$ cat src/rtl/varredura_pkg.sv
// Shared types and constants for the comparator sweep engine.
package varredura_pkg;

   typedef enum logic [1:0] {
      OCIOSO  = 2'd0,
      ESPERA  = 2'd1,
      AMOSTRA = 2'd2,
      FIM     = 2'd3
   } estado_t;

   // Width of the settle counter; bounds SETTLE to 0..15.
   localparam int CNT_W = 4;

   function automatic int n_codigos(input int width);
      return 2 ** width;
   endfunction

endpackage

$ cat src/rtl/codificador_prioridade.sv
// Combinational priority encoder: index of the lowest set bit plus a valid flag.
module codificador_prioridade #(
   parameter  int WIDTH = 4,
   localparam int N     = 2 ** WIDTH
) (
   input  logic [N-1:0]     i_vetor,
   output logic [WIDTH-1:0] o_indice,
   output logic             o_valido
);

   // Scan from the top down so the lowest set bit is the last one written.
   always_comb begin
      o_indice = '0;
      o_valido = |i_vetor;
      for (int i = N - 1; i >= 0; i--) begin
         if (i_vetor[i]) o_indice = WIDTH'(i);
      end
   end

endmodule

$ cat src/rtl/varredura_comparador.sv
// Sweeps X through every code, samples Q into a response map and checks it
// against a mask latched at start.
module varredura_comparador
   import varredura_pkg::*;
#(
   parameter  int WIDTH  = 4,
   parameter  int SETTLE = 1,
   localparam int N      = n_codigos(WIDTH)
) (
   input  logic             clk,
   input  logic             rst,
   input  logic             start,
   input  logic [N-1:0]     esperado,
   output logic [WIDTH-1:0] X,
   input  logic             Q,
   output logic             busy,
   output logic             done,
   output logic [N-1:0]     mapa,
   output logic             ok,
   output logic             erro_valido,
   output logic [WIDTH-1:0] primeiro_erro
);

   estado_t          r_estado;
   estado_t          w_prox;
   logic [CNT_W-1:0] r_cnt;
   logic [WIDTH-1:0] r_x;
   logic [N-1:0]     r_mapa;
   logic [N-1:0]     r_esp;
   logic             r_done;
   logic             r_ok;
   logic             r_erro;
   logic [WIDTH-1:0] r_primeiro;

   logic             w_inicia;
   logic             w_ultimo;
   logic [N-1:0]     w_dif;
   logic [WIDTH-1:0] w_indice;
   logic             w_valido;

   // With SETTLE=0 there is no wait state: each code is sampled right away.
   localparam estado_t APOS_CODIGO = (SETTLE == 0) ? AMOSTRA : ESPERA;

   always_ff @(posedge clk) begin
      if (rst) r_estado <= OCIOSO;
      else     r_estado <= w_prox;
   end

   always_comb begin
      w_prox = r_estado;
      case (r_estado)
         OCIOSO:  if (start) w_prox = APOS_CODIGO;
         ESPERA:  if (r_cnt == CNT_W'(1)) w_prox = AMOSTRA;
         AMOSTRA: w_prox = w_ultimo ? FIM : APOS_CODIGO;
         FIM:     w_prox = OCIOSO;
         default: w_prox = OCIOSO;
      endcase
   end

   always_comb begin
      w_inicia = (r_estado == OCIOSO) && start;
      w_ultimo = (r_x == WIDTH'(N - 1));
      busy     = (r_estado != OCIOSO);
   end

   // The map includes the final AMOSTRA write by the time FIM compares it.
   assign w_dif = r_mapa ^ r_esp;

   codificador_prioridade #(.WIDTH(WIDTH)) u_prio (
      .i_vetor  (w_dif),
      .o_indice (w_indice),
      .o_valido (w_valido)
   );

   always_ff @(posedge clk) begin
      if (rst) begin
         r_cnt      <= '0;
         r_x        <= '0;
         r_mapa     <= '0;
         r_esp      <= '0;
         r_done     <= 1'b0;
         r_ok       <= 1'b0;
         r_erro     <= 1'b0;
         r_primeiro <= '0;
      end else begin
         r_done <= 1'b0;
         case (r_estado)
            OCIOSO: begin
               if (w_inicia) begin
                  r_x    <= '0;
                  r_mapa <= '0;
                  r_esp  <= esperado;
                  r_cnt  <= CNT_W'(SETTLE);
               end
            end
            ESPERA: r_cnt <= r_cnt - CNT_W'(1);
            AMOSTRA: begin
               r_mapa[r_x] <= Q;
               if (!w_ultimo) begin
                  r_x   <= r_x + WIDTH'(1);
                  r_cnt <= CNT_W'(SETTLE);
               end
            end
            FIM: begin
               r_done     <= 1'b1;
               r_erro     <= w_valido;
               r_ok       <= ~w_valido;
               r_primeiro <= w_indice;
            end
            default: ;
         endcase
      end
   end

   assign X             = r_x;
   assign done          = r_done;
   assign mapa          = r_mapa;
   assign ok            = r_ok;
   assign erro_valido   = r_erro;
   assign primeiro_erro = r_primeiro;

endmodule

$ cat config.mk
export PLATFORM = sky130hd
export DESIGN_NAME = varredura_comparador
export DESIGN_NICKNAME = d
export VERILOG_FILES = /design/src/rtl/varredura_pkg.sv /design/src/rtl/codificador_prioridade.sv /design/src/rtl/varredura_comparador.sv
export SDC_FILE = /design/constraint.sdc
export NUM_CORES = 1
export LEC_CHECK = 0
export CAP_MARGIN = 25
export CORE_ASPECT_RATIO = 0.5
export CORE_MARGIN = 2
export CORE_UTILIZATION = 49
export DETAILED_ROUTE_END_ITERATION = 16
export HOLD_SLACK_MARGIN = 0.02
export PLACE_DENSITY = 0.86
export SLEW_MARGIN = 20
export SYNTH_ARGS = -nofsm -noshare
export SYNTH_HDL_FRONTEND = slang
export SYNTH_SLANG_ARGS = --single-unit
$ cat constraint.sdc
create_clock -name clk -period 2.2 [get_ports clk]
set_clock_uncertainty 0.1 [all_clocks]
set_input_delay 0.22 -clock clk [delete_from_list [all_inputs] [get_ports clk]]
set_output_delay 0.22 -clock clk [all_outputs]
set_load 0.02 [all_outputs]
-- Word-level counts from Yosys, hierarchy flattened
Index checks and enable logic that the tools add are counted.
- flip-flop bits (word level): 49
- input port bits: 20
- output and inout bits: 28
- word-level logic and storage cells: 68
- add/sub/neg operators: 2
- order comparisons: 2
- equality and inequality tests: 9
- muxes and demuxes: 32
- bitwise gates (word level): 2
- reductions and logical operators: 12
- operators with widths (cell ; number):
    4-bit two-way mux ; 20
    16-bit case mux with 2 select lines ; 1
    16-bit bitwise mux ; 1
    16-bit two-way mux ; 1
    16-bit OR reduction ; 1
    16-bit bitwise XOR ; 1
    4-bit case mux with 3 select lines ; 1
    2-bit != test (second input constant) ; 4
    2-bit case mux with 4 select lines ; 1
    4-bit case mux with 2 select lines ; 1
    2-bit two-way mux ; 3
    2-bit AND reduction ; 3
    3-bit AND reduction ; 2
    4-bit by 5-bit less-than comparator with 1-bit output (second input constant) ; 1
    4-bit by 1-bit adder with 4-bit output (second input constant) ; 1
    1-bit demux with 4-bit select ; 1
    2-bit equality test (second input constant) ; 2
    4-bit by 1-bit equality test with 1-bit output (second input constant) ; 1
    4-bit equality test (second input constant) ; 1
    4-bit by 1-bit greater-or-equal comparator with 1-bit output (second input constant) ; 1
    2-bit nonzero test ; 2
    4-bit by 1-bit subtractor with 4-bit output (second input constant) ; 1
    3-bit nonzero test ; 1
    2-bit by 1-bit equality test with 1-bit output (second input constant) ; 1
    other kinds (4) ; 6

-- Depth between registers and ports, before layout
Gate-level depths: netlist of run 1.
- word-level depth: 17
- gate-level depth with buffers: 6
- gate-level depth less buffers: 5

-- Hierarchy
A second synthesis of run 1 with hierarchy kept.
- cell total of the unflattened synthesis: 309
- area, all modules: 2517.4 um^2
- by module, submodules not included (module ; instances ; cells an instance ; area each (um^2) ; seq. area each (um^2)):
    varredura_comparador ; 1 ; 275 ; 2341.0 ; 980.9
    codificador_prioridade ; 1 ; 34 ; 176.4 ; 0.0

-- Least setup slack after synthesis of run 1
No wires, ideal clock.
- path kind: reg2reg
- from: reg r_x[0], in the netlist X[0]
- to: reg r_cnt[2]
- library setup time: 0.070 ns
- data arrival time: 1.631 ns
- data required time: 2.030 ns
- setup slack: 0.399 ns
- stages on the path, launching flop included: 7
- path buffers: 1
- clock period less this slack: 1.801 ns
- path through: dfxtp_1 ha_1 and3_1 buf_6 o22a_1 or3_1 a21oi_1
- cells in the longest elaborated chain, start to end: 3
- RTL lines (what ; RTL line ; source):
    start, declared ; varredura_comparador.sv:27 ; logic [WIDTH-1:0] r_x;
    start signal, assigned ; varredura_comparador.sv:100 ; r_x <= r_x + WIDTH'(1);
    4-bit equality test ; varredura_comparador.sv:62 ; w_ultimo = (r_x == WIDTH'(N - 1));
    2-bit != test (no source line) ; -- ;
    3-bit AND reduction (no source line) ; -- ;
    end signal, assigned ; varredura_comparador.sv:93 ; r_cnt <= CNT_W'(SETTLE);
    end signal, assigned ; varredura_comparador.sv:96 ; ESPERA: r_cnt <= r_cnt - CNT_W'(1);
    end signal, assigned ; varredura_comparador.sv:101 ; r_cnt <= CNT_W'(SETTLE);
    end, declared ; varredura_comparador.sv:26 ; logic [CNT_W-1:0] r_cnt;
No other way between the ends.
A chain may end at the register's enable or synchronous reset.

-- Worst setup path in the final report of run 1
- from: reg r_estado[0]
- to: out busy
- cells in the longest elaborated chain, start to end: 1
- RTL lines (what ; RTL line ; source):
    start, declared ; varredura_comparador.sv:24 ; estado_t r_estado;
    start signal, assigned ; varredura_comparador.sv:46 ; else r_estado <= w_prox;
    2-bit nonzero test ; varredura_comparador.sv:63 ; busy = (r_estado != OCIOSO);
    end, declared ; varredura_comparador.sv:16 ; output logic busy,
No other way between the ends.

==> summary.txt, run 1 <==
Route
  – Routed WL: ~6.3 mm
  – Number of remaining DRC errors: 0
  – Antenna-violating nets left: 0
  – Via/cell ratio: between 5 and 6
  – Drt wl/cell: roughly 15 um
  – Via count: 2,404
  – DR iter-0 viols: 125
  – Initial DRT Pass Iterations: 4

STA
  – Final Critical Period: 1950 ps
  – Final-report setup violation count: 0
  – Hold Vio Cnt, Final: 0
  – RSZ-0062 raised after global routing: no
  – Final Max Tran Viols: 0
  – Slew headroom: ~69%
  – Fmax: between 500 and 600 MHz
  – Tcrit/Tclk final: 88.7%
  – Setup TNS Final: 0 ps
  – Worst-margin pin slew: about 470 ps

Layout
  – Final nets: about 370
  – Commonest non-fill, non-tap cell in the layout: nand2_1
  – Layout cells sized above 1: 6.65%
  – Area Overhead vs Synth: 24.5%
  – Most frequent cells in the layout: 51 x nand2_1, 49 x dfxtp_1, 47 x clkdlybuf4s50_1, 45 x a21oi_1, 14 x nor2_1
  – Fillcell total: 393
  – N_diodes: 0

Clocking
  – Post-cts gate resize count: 0
  – Clk buf depth: 2
  – Worst-path clk slew: about 90 ps
  – # clock sinks: between 40 and 50
  – CTS root buf: clkbuf_8
  – Clock tree from TritonCTS: yes
  – Post-CTS setup buffer count: 0
  – H-tree level count: 2
  – CTS Buf Count: 5
  – Clock Latency Late Sink: 300 ps
  – Hold Buf Count CTS: 0

Yosys
  – Post-Syn Instances: between 300 and 400
  – Top cells by area, synth: dfxtp_1 39%, a21oi_1 9.0%, nand2_1 7.7%
  – Synth Cell Area: around 2500 um2
  – Warnings, synthesis: 0
  – Seq cells post-synth: 49
  – Total nets after synthesis: ~330
  – Mean Syn Cell Area: 8.23 um2
  – Synth cell types: 46
  – Cell taking the most area after synthesis: dfxtp_1
  – Top-area cell type share of the netlist area: between 30 and 40%
  – Seq/Total Area, Yosys: about two fifths

Critical path
  – Setup crit end kind: output pin
  – Required @ worst endpoint: between 1500 and 2000 ps
  – Critical path data arrival time: approximately 1600 ps
  – CP Class: register to output pin
  – Worst Setup Start Kind: register
  – Peak fanout along the critical path: 10
  – R2r setup slk: 300 ps

Placed design
  – # port buffers: 47
  – HPWL Detailed: between 4 and 5 mm
  – Placer congestion estimate: slightly below 0.9

Pwr
  – LEAKAGE: 1.13 nW
  – PwrDens: roughly 600 nW/um2
  – Final Power: about 0.0018 W
  – Maximum vdd drop: between 0.2 and 0.3 mV

Run status
  – Status: complete, no violations

Floorplan
  – Std-Cell Rows: 18
  – Die area: 5710 um2
  – Die H: between 50 and 60 um
  – Initial core utilization: roughly half
  – # IOs: 48
  – Chip Width: approximately 100 um
  – Total core area: slightly below 5000 um2

Run
  – Maxcap violations: 0

Worst hold path
  – Hold Crit Class: primary input to register

Global routing
  – GRT Total Usage: a little over a fifth
  – Number of global-route vias before repair: approximately 2,100
  – Grt total ovfl: 0
  – Largest net degree at the start of global routing: 29
  – Initial antenna violation count: 0
  – First-pass GRT wire length: roughly 9.7 mm
==> final cells by class <==
class                           instances  area, um2  area share (%)
Tap cell                               70       87.6            2.82
Timing Repair Buffer                   54        536            17.3
Sequential cell                        49        981            31.6
Inverter                                7       26.3           0.846
Clock buffer                            7       96.3            3.10
Clock inverter                          1       5.00           0.161
Multi-Input combinational cell        228       1370            44.2
==> final timing paths <==
check	startpoint	endpoint	cells past startpoint
worst max-delay path	r_estado[0]	busy	3
worst min-delay path	esperado[5]	r_esp[5]	3
worst max register to register	X[0]	r_cnt[2]	5
worst min register to register	r_esp[6]	r_esp[6]	2
==> layer usage <==
| metal | vias to the layer above | global-route usage [%] | part of all wire, % |
|---|---|---|---|
| li1 | 1147 | - | - |
| met1 | 1154 | 26.3 | 45 |
| met2 | 94 | 39.8 | 48 |
| met3 | 9 | 4.76 | 6.3 |
| met4 | 0 | 8.89 | 0.86 |
| met5 | - | 0 | 0 |
==> critical path: stages (launching register included) <==
cell and delay (ps):
dfxtp_1 580, nor2_1 100, inv_1 60, clkdlybuf4s50_1 590
==> kinds of logic (layout without fill, tap and decap cells) <==
logic type      count (synthesis)  count (layout)  share of synthesized area, %
flops                          49              49                          39.3
xor+xnor                       23              23                          8.08
fa+ha+maj                       6               6                          3.01
buf+inv                        26              69                          5.82
simple gates                  116             116                          23.2
compound gates                 83              83                          20.5
==> registers in the layout, indices dropped and copies added, names as in the netlist <==
register       flops
r_esp             16
r_estado           2
r_cnt              4
ok                 1
erro_valido        1
primeiro_erro      4
done               1
mapa              16
X                  4
==> Yosys cell counts, drive strengths merged <==
cell / n
nand3b: 5
nand4b: 1
nand3: 6
o21bai: 2
nor2: 14
a211oi: 3
a21oi: 45
o21ai: 7
nand2: 52
buf: 11
a221o: 1
xor2: 12
nand4: 13
o211ai: 9
a311oi: 1
o221ai: 1
o311ai: 3
or2: 1
o41ai: 1
dfxtp: 49
o21a: 1
xnor2: 11
a2111oi: 1
nor2b: 2
nor3b: 3
nor3: 6
a41oi: 1
and3: 2
ha: 6
a21boi: 1
and2: 2
nand2b: 4
o22ai: 1
inv: 7
clkbuf: 8
o31ai: 3
or3: 3
o22a: 1
a22oi: 1
and2b: 2
==> power by group <==
group          internal, W  switching (W)
Sequential        0.000919      0.0000364
Clock             0.000285       0.000303
Combinational     0.000139       0.000160
==> through the flow <==
stage / hold WS, ps / instance area [um2] / setup slack (ps) / util, % / std cells
final: 359 / 3100 / 248 / 63.2 / 416
after CTS: 356 / 3100 / 262 / 63.2 / 416
after detailed placement: 360 / 3000 / 333 / 61.2 / 408
after global placement: 355 / 3000 / 444 / 61.2 / 408
after global routing: 361 / 3100 / 164 / 63.2 / 416
after floorplan: 256 / 2490 / 399 / - / 303
Note: power is estimated with default switching activity, not from simulation.
==> run 2: changes to the inputs <==
--- a/config.mk
+++ b/config.mk
@@ -10,7 +10,6 @@
 export CORE_MARGIN = 2
 export CORE_UTILIZATION = 49
 export DETAILED_ROUTE_END_ITERATION = 16
-export HOLD_SLACK_MARGIN = 0.02
 export PLACE_DENSITY = 0.86
 export SLEW_MARGIN = 20
 export SYNTH_ARGS = -nofsm -noshare
==> results of run 2 <==
Final layout, timing and power as in run 1 (identical DEF).
